`config.mk`:
```
export PLATFORM = sky130hd
export DESIGN_NAME = dds_serial_slave
export DESIGN_NICKNAME = d
export VERILOG_FILES = /design/src/rtl/dds_spi_pkg.sv /design/src/rtl/dds_serial_slave_sync_edge.sv /design/src/rtl/dds_serial_slave.sv
export SDC_FILE = /design/constraint.sdc
export NUM_CORES = 1
export LEC_CHECK = 0
export BUFFER_PORTS_ARGS = -buffer_cell sky130_fd_sc_hd__buf_4
export CAP_MARGIN = 40
export CORE_ASPECT_RATIO = 1.4
export CORE_MARGIN = 10
export CORE_UTILIZATION = 62
export CTS_CLUSTER_DIAMETER = 30
export DETAILED_ROUTE_END_ITERATION = 7
export GPL_TIMING_DRIVEN = 1
export PLACE_DENSITY = 0.79
export SYNTH_ARGS = -nofsm -noshare
export SYNTH_HDL_FRONTEND = slang
export SYNTH_SLANG_ARGS = --single-unit
```
`constraint.sdc`:
```
create_clock -name clk -period 29.8 [get_ports clk]
set_input_delay 4.47 -clock clk [delete_from_list [all_inputs] [get_ports clk]]
set_output_delay 4.47 -clock clk [all_outputs]
set_load 0.01 [all_outputs]
```
`src/rtl/dds_spi_pkg.sv`:
```
// dds_spi_pkg: shared types and widths for the DDS serial-port slave
package dds_spi_pkg;
  typedef enum logic [1:0] {IDLE, INSTR, WDATA, RDATA} state_t;
  localparam int INSTR_W = 8;
  localparam int RD_BIT  = 7;
  localparam int ADDR_W  = 5;
  localparam int DW_DEF  = 32;
endpackage

```
`src/rtl/dds_serial_slave_sync_edge.sv`:
```
// sync_edge: 2-flop synchronizer with rise/fall flags of the synchronized level
module sync_edge (
  input  logic clk,
  input  logic rst,
  input  logic i_d,
  output logic o_q,
  output logic o_rise,
  output logic o_fall
);
  logic r_s1, r_s2, r_prev;
  always_ff @(posedge clk or posedge rst)
    if (rst) {r_s1, r_s2, r_prev} <= '0;
    else {r_s1, r_s2, r_prev} <= {i_d, r_s1, r_s2};
  assign o_q    = r_s2;
  assign o_rise = r_s2 & ~r_prev;
  assign o_fall = ~r_s2 & r_prev;
endmodule

```
`src/rtl/dds_serial_slave.sv`:
```
// dds_serial_slave: DDS-side serial port responder with buffer/active register banks
module dds_serial_slave
  import dds_spi_pkg::*;
#(
  parameter int              NREG    = 8,
  parameter int              DW      = DW_DEF,
  parameter logic [DW-1:0]   RST_VAL = '0
) (
  input  logic              clk,
  input  logic              rst,
  input  logic              SCLK,
  input  logic              CS,
  input  logic              SDIO,
  input  logic              SYNCIO,
  input  logic              IO_UPDATE,
  output logic              SDO,
  output logic              SDO_OE,
  output logic              wr_valid,
  output logic [ADDR_W-1:0] wr_addr,
  output logic [DW-1:0]     wr_data,
  output logic              upd_pulse,
  input  logic [2:0]        dbg_addr,
  output logic [DW-1:0]     dbg_data
);
  localparam int AW = $clog2(NREG);
  logic [4:0] w_pin, w_q, w_rise, w_fall;
  logic       w_unused;
  assign w_pin = {IO_UPDATE, SYNCIO, SDIO, CS, SCLK};
  for (genvar g = 0; g < 5; g++) begin : g_sync
    sync_edge u_sync (
      .clk   (clk),
      .rst   (rst),
      .i_d   (w_pin[g]),
      .o_q   (w_q[g]),
      .o_rise(w_rise[g]),
      .o_fall(w_fall[g])
    );
  end
  logic w_srise, w_sfall, w_cs, w_sdio, w_sync, w_upd;
  assign w_srise  = w_rise[0];
  assign w_sfall  = w_fall[0];
  assign w_cs     = w_q[1];
  assign w_sdio   = w_q[2];
  assign w_sync   = w_q[3];
  assign w_upd    = w_rise[4];
  assign w_unused = ^{w_q[0], w_q[4], w_rise[3:1], w_fall[4:1]};

  state_t              r_state;
  logic [5:0]          r_cnt;
  logic [INSTR_W-2:0]  r_sh;
  logic [ADDR_W-1:0]   r_addr;
  logic [DW-1:0]       r_wdata, r_rsh;
  logic                r_commit, r_done;
  logic [DW-1:0]       r_buf [NREG];
  logic [DW-1:0]       r_act [NREG];
  logic [DW-1:0]       w_buf_nxt [NREG];
  logic [INSTR_W-1:0]  w_instr;
  logic [DW-1:0]       w_rd_val;
  logic                w_abort, w_wr;

  assign w_abort  = w_cs | w_sync;
  assign w_instr  = {r_sh, w_sdio};
  assign w_rd_val = (32'(w_instr[ADDR_W-1:0]) < NREG) ? r_act[w_instr[AW-1:0]] : '0;
  assign w_wr     = (r_state == WDATA) && r_commit && !w_abort && (32'(r_addr) < NREG);
  assign dbg_data = r_act[dbg_addr[AW-1:0]];

  // Commit and update in the same cycle: active must see the freshly committed word
  always_comb begin
    w_buf_nxt = r_buf;
    if (w_wr) w_buf_nxt[r_addr[AW-1:0]] = r_wdata;
  end

  always_ff @(posedge clk or posedge rst)
    if (rst) begin
      for (int i = 0; i < NREG; i++) begin
        r_buf[i] <= RST_VAL;
        r_act[i] <= RST_VAL;
      end
    end else begin
      for (int i = 0; i < NREG; i++) begin
        r_buf[i] <= w_buf_nxt[i];
        if (w_upd) r_act[i] <= w_buf_nxt[i];
      end
    end

  always_ff @(posedge clk or posedge rst)
    if (rst) begin
      r_state   <= IDLE;
      r_cnt     <= '0;
      r_sh      <= '0;
      r_addr    <= '0;
      r_wdata   <= '0;
      r_rsh     <= '0;
      r_commit  <= 1'b0;
      r_done    <= 1'b0;
      SDO       <= 1'b0;
      SDO_OE    <= 1'b0;
      wr_valid  <= 1'b0;
      wr_addr   <= '0;
      wr_data   <= '0;
      upd_pulse <= 1'b0;
    end else begin
      wr_valid  <= w_wr;
      upd_pulse <= w_upd;
      if (w_wr) begin
        wr_addr <= r_addr;
        wr_data <= r_wdata;
      end
      if (w_abort) begin
        r_state  <= w_cs ? IDLE : INSTR;
        r_cnt    <= '0;
        r_commit <= 1'b0;
        r_done   <= 1'b0;
        SDO      <= 1'b0;
        SDO_OE   <= 1'b0;
      end else begin
        case (r_state)
          IDLE: begin
            r_state <= INSTR;
            r_cnt   <= '0;
          end
          INSTR: if (w_srise) begin
            r_sh  <= w_instr[INSTR_W-2:0];
            r_cnt <= r_cnt + 6'd1;
            if (r_cnt == 6'(INSTR_W - 1)) begin
              r_cnt   <= '0;
              r_addr  <= w_instr[ADDR_W-1:0];
              r_state <= w_instr[RD_BIT] ? RDATA : WDATA;
              r_rsh   <= w_rd_val;
            end
          end
          WDATA: if (r_commit) begin
            r_commit <= 1'b0;
            r_state  <= INSTR;
            r_cnt    <= '0;
          end else if (w_srise) begin
            r_wdata  <= {r_wdata[DW-2:0], w_sdio};
            r_cnt    <= r_cnt + 6'd1;
            r_commit <= (r_cnt == 6'(DW - 1));
          end
          RDATA: if (w_sfall) begin
            if (r_done) begin
              SDO     <= 1'b0;
              SDO_OE  <= 1'b0;
              r_done  <= 1'b0;
              r_state <= INSTR;
              r_cnt   <= '0;
            end else if (!SDO_OE) begin
              SDO    <= r_rsh[DW-1];
              SDO_OE <= 1'b1;
            end else begin
              r_rsh <= r_rsh << 1;
              SDO   <= r_rsh[DW-2];
            end
          end else if (w_srise) begin
            r_cnt <= r_cnt + 6'd1;
            if (r_cnt == 6'(DW - 1)) r_done <= 1'b1;
          end
          default: r_state <= IDLE;
        endcase
      end
    end
endmodule
```
# ---- After elaboration in Yosys (flattened, before gate mapping)
# Index checks and enable logic that the tools add are counted.
# W data, S select, Z words.
dict set report word_totals {
  ff_bits 651
  input_bits 10
  word_cells 149
}
dict set report classes {
  addsub 1
  order_cmp 6
  eq_ne 16
  muxes 52
  bitwise_logic 12
  reduce_logical 20
}
# operator count
set ops {}
lappend ops {{$mux W32} 11}
lappend ops {{$bwmux W256} 1}
lappend ops {{$mux W256} 1}
lappend ops {{$bmux W32 S3} 2}
lappend ops {{$demux W32 S3} 1}
lappend ops {{$pmux W32 S2} 1}
lappend ops {{$mux W6} 7}
lappend ops {{$pmux W6 S4} 1}
lappend ops {{$mux W1} 20}
lappend ops {{$ge A4 B4 Y1 const B} 3}
lappend ops {{$mux W2} 6}
lappend ops {{$not A3 Y4} 3}
lappend ops {{$lt A5 B4 Y1 const B} 2}
lappend ops {{$ne A3 B3 Y1 const B} 3}
lappend ops {{$pmux W2 S4} 1}
lappend ops {{$reduce_and A4 Y1} 2}
lappend ops {{$reduce_bool A2 Y1} 4}
lappend ops {{$reduce_and A7 Y1} 1}
lappend ops {{$add A6 B1 Y6 const B} 1}
lappend ops {{$eq A6 B3 Y1 const B} 1}
lappend ops {{$eq A6 B5 Y1 const B} 1}
lappend ops {{$ne A2 B2 Y1 const B} 3}
lappend ops {{$ne A3 B2 Y1 const B} 2}
lappend ops {{$reduce_and A3 Y1} 2}
lappend ops {{other kinds (14)} 27}

# ---- Longest topological paths before layout
dict set report depth {
  word_depth 8
  ltp_mapped 7
}

# ---- Modules after synthesis
# From an unflattened synthesis, not the netlist that was laid out.
dict set report unflattened {
  cells_unflattened 1803
  area_unflattened_um2 28836.4
}
# mod instances cells_per_inst area_each_um2 seq_area_each_um2
set by_module_without_submodules {}
lappend by_module_without_submodules {dds_serial_slave 1 1773 28367.2 15990.3}
lappend by_module_without_submodules {sync_edge 5 6 93.8 75.1}

# ---- Worst setup path before layout
# No wires, ideal clock.
dict set report synth_path {
  kind {input -> output}
  startpoint {in dbg_addr[0]}
  endpoint {out dbg_data[0]}
  arrival_time_ps 6236
  required_ps 25330
  path_slack_ps 19094
  path_stages 4
  n_path_buf 2
  path_cell_list {clkbuf_1 > buf_1 > mux4_2 > mux2_2}
}
dict set report synth_via {
  elab_chain_cells 4
}
# element line_no
set synth_rtl {}
lappend synth_rtl {{start, declared} dds_serial_slave.sv:22} ;# input logic [2:0] dbg_addr,
lappend synth_rtl {{$not A3 Y4 (implied by the code)} dds_serial_slave.sv:65} ;# assign dbg_data = r_act[dbg_addr[AW-1:0]];
lappend synth_rtl {{$bmux W32 S3} dds_serial_slave.sv:65}
lappend synth_rtl {{$mux W32 (implied by the code) (2 in series)} dds_serial_slave.sv:65}
lappend synth_rtl {{end, declared} dds_serial_slave.sv:23} ;# output logic [DW-1:0] dbg_data
# Every way passes these cells. The select of a mux whose other input is x is not followed.

# ---- Final worst setup path
dict set report layout_path {
  startpoint {in dbg_addr[0]}
  endpoint {out dbg_data[2]}
}
# Same word-level chain as after synthesis.

==> flow_summary.toml <==
[floorplanning]
initial_core_util_pct = 62.5
die_y_um = 274
dieArea_mm2 = 0.0554
core_mm2 = 0.0458
pin_count = 83
rows = 93
die_w_um = 202

[route]
drtAntennaViolNets = 0
dr.pass1.iters = 5
viasPerCell = 6.20
route.detailed.drc = 0
dr_total_vias = 15800
wl_per_cell_um = 24.7
drt_first_iter_violations = 918
finalWirelength_mm = 63.1

[flow_run]
drv_cap = 0

[sta]
slew_violations = 0
hold_viol = 0
rsz0062_at_grt = "no"
post-route-min-period_ns = 11.32
fmax_mhz = 88.4
fin_skew_ns = 0.0199
period_share_pct = 38.0
setup_viol = 0
setup_slack_ns = 18.48
tightest_slew_ns = 1.13
relSlewSlack_pct = 24.7
tns_ns = 0
whs_ns = 0.347

[worst_setup_path]
crit_chain = "buf_4 > buf_4 > mux4_2 > mux2_2 > buf_4"
crit_type = "in2out"
cp_slowest_cell = "buf_4"
cp_max_fo = 33
critPathRequiredTime_ns = 25.33
worst_path_most_repeated_cell = "buf_4"
cp.arrival_ns = 6.85
crit_path_end_kind = "primary output"
start_kind = "input port"
slowest_delay_ns = 0.70

[synth]
synth.cell_area_mm2 = 0.0287
async_reset_ff_share_pct = 100
yosysTopAreaCell = "dfrtp_1"
synth_ff_type = "dfrtp_1"
synth_area_leaders = "dfrtp_1 (57%), mux2_2 (23%), mux4_2 (10%)"
ys_seq_area_share_pct = 56.8
yosysWarnings = 0
yosysUniqueCellTypes = 49
synth-edff-count = 0
avgSynthCellArea_um2 = 16.0
netlist_instances = 1789
syn_nets = 1800
synth_top_cell_area_share_pct = 56.8
ys_ff_latch = 651

[place]
pre_cts_slack_ns = 18.40
placed_area_mm2 = 0.0299
post-dp-hpwl_mm = 33.8
place_congestion = 0.831
port_buffers = 82
placed_cells = 2371

[global_routing]
overflow = 0
grt_pass1_vias = 17700
grt_antenna_before_repair = 0
grt.total_usage_pct = 23.3
grt_pass1_wl_mm = 101
grt_max_degree = 195

[clocking]
clkSinkCount = 651
cts_tree = "yes"
h-tree-depth = 3
insertion_delay_ns = 0.64
cts-resized-gates = 0
path_clk_slew_ns = 0.05
numCtsBuffers = 98
cts_setup_buffers = 0
cts_hold_buf = 0
clockBufferDepth = 3
cts-root-buf = "clkbuf_16"

[finish]
area.growth.synth_to_final_pct = 16.2
instances_no_fill = 2554
layout-drive-gt1-share_pct = 54.9
post-route-util_pct = 72.7
fillCellCount = 2859
antennaDiodeCount = 0
multi_input_area_mm2 = 0.0118
finalInstanceArea_mm2 = 0.0333
seq_area_mm2 = 0.0163
fin_nets = 1866

[run_status]
status = "complete, no violations"

[power]
p_leak_nw = 16.4
powerDensity_mw_per_mm2 = 64.5
p_total_mw = 2.15
peakVddDrop_mv = 0.0514

[hold_path]
hold_path.class = "reg2reg"
-- cells in the mapped netlist, types with 2 or more instances --
cell / n
a22oi_1: 2
nand2_1: 42
mux2i_1: 32
o21ai_0: 36
mux4_2: 128
mux2_1: 21
or2_2: 2
nand2b_1: 2
mux2_2: 574
nand3_1: 12
buf_1: 30
and3b_1: 3
buf_6: 6
nand4b_1: 2
or4_1: 3
and2_1: 3
dfrtp_1: 651
o211ai_1: 2
nor4_2: 2
mux2_4: 60
a21oi_1: 11
nor3b_1: 2
and4_1: 2
nand4_1: 3
nor3_1: 4
inv_1: 9
buf_2: 17
nor2b_1: 5
nor2_1: 10
clkbuf_1: 94
-- sequential cells by signal, summed over array words and instances, names as in the netlist --
signal	cells
r_done	1
SDO_OE	1
r_commit	1
g_sync.u_sync.r_prev	2
wr_addr	5
r_addr	5
g_sync.u_sync.o_q	5
r_act	256
r_sh	7
wr_valid	1
r_buf	256
g_sync.u_sync.r_s1	5
r_rsh	32
SDO	1
r_cnt	6
upd_pulse	1
r_wdata	32
wr_data	32
r_state	2
-- cells in the final DEF (no fill, tap or decap), types with 12 or more instances in the layout --
cell	count
mux4_2	128
o21ai_0	36
mux2_4	60
mux2i_1	32
dfrtp_1	648
inv_6	12
buf_4	103
nand2_1	41
clkbuf_16	100
clkinv_4	12
mux2_1	21
mux2_2	574
-- critical path, delay by kind of cell --
family | cells | cell delay [ns]
buffers and inverters | 3 | 1.43
muxes | 2 | 0.91
-- logic make-up after synthesis --
| family | after synthesis | share of synthesized area (%) |
|---|---|---|
| mux | 815 | 37.7 |
| flops | 651 | 56.8 |
| buf+inv | 156 | 2.27 |
| simple gates | 106 | 1.99 |
| compound gates | 60 | 1.20 |
| fa+ha+maj | 1 | 0.0436 |
-- worst paths after layout --
kind | from | to | slack (ns) | depth (start not counted)
min | g_sync[1].u_sync.r_s1 | g_sync[1].u_sync.o_q | 0.35 | 0
min reg2reg | g_sync[1].u_sync.r_s1 | g_sync[1].u_sync.o_q | 0.35 | 0
max reg2reg | r_state[0] | r_act[79] | 26.40 | 5
max in group asynchronous | rst | g_sync[2].u_sync.o_q | 23.41 | 4
max | dbg_addr[0] | dbg_data[2] | 18.48 | 5
min in group asynchronous | rst | r_act[94] | 3.95 | 2
-- power by group --
group          internal (mW)  switching, mW  total (mW)
Sequential             0.887        0.00562       0.893
Combinational         0.0286         0.0554      0.0840
Clock                  0.735          0.437        1.17
Total                   1.65          0.498        2.15
-- area by class of cell --
cell class,count,share of cell area (%)
clock buffer,119,7.97
clock inverter,63,2.32
inverter,9,0.124
multi-input combinational,982,35.4
sequential,651,48.9
tap,617,2.32
timing repair buffer,113,2.97
-- per-layer routing --
layer	share of wire (%)	global-route usage, %	vias to the layer above
met1	41	28.7	8634
met2	53	41.4	362
met5	0	0	-
li1	-	-	6749
met3	3.8	3.45	98
met4	2.2	7.75	0
Note: power is estimated with default switching activity, not from simulation.
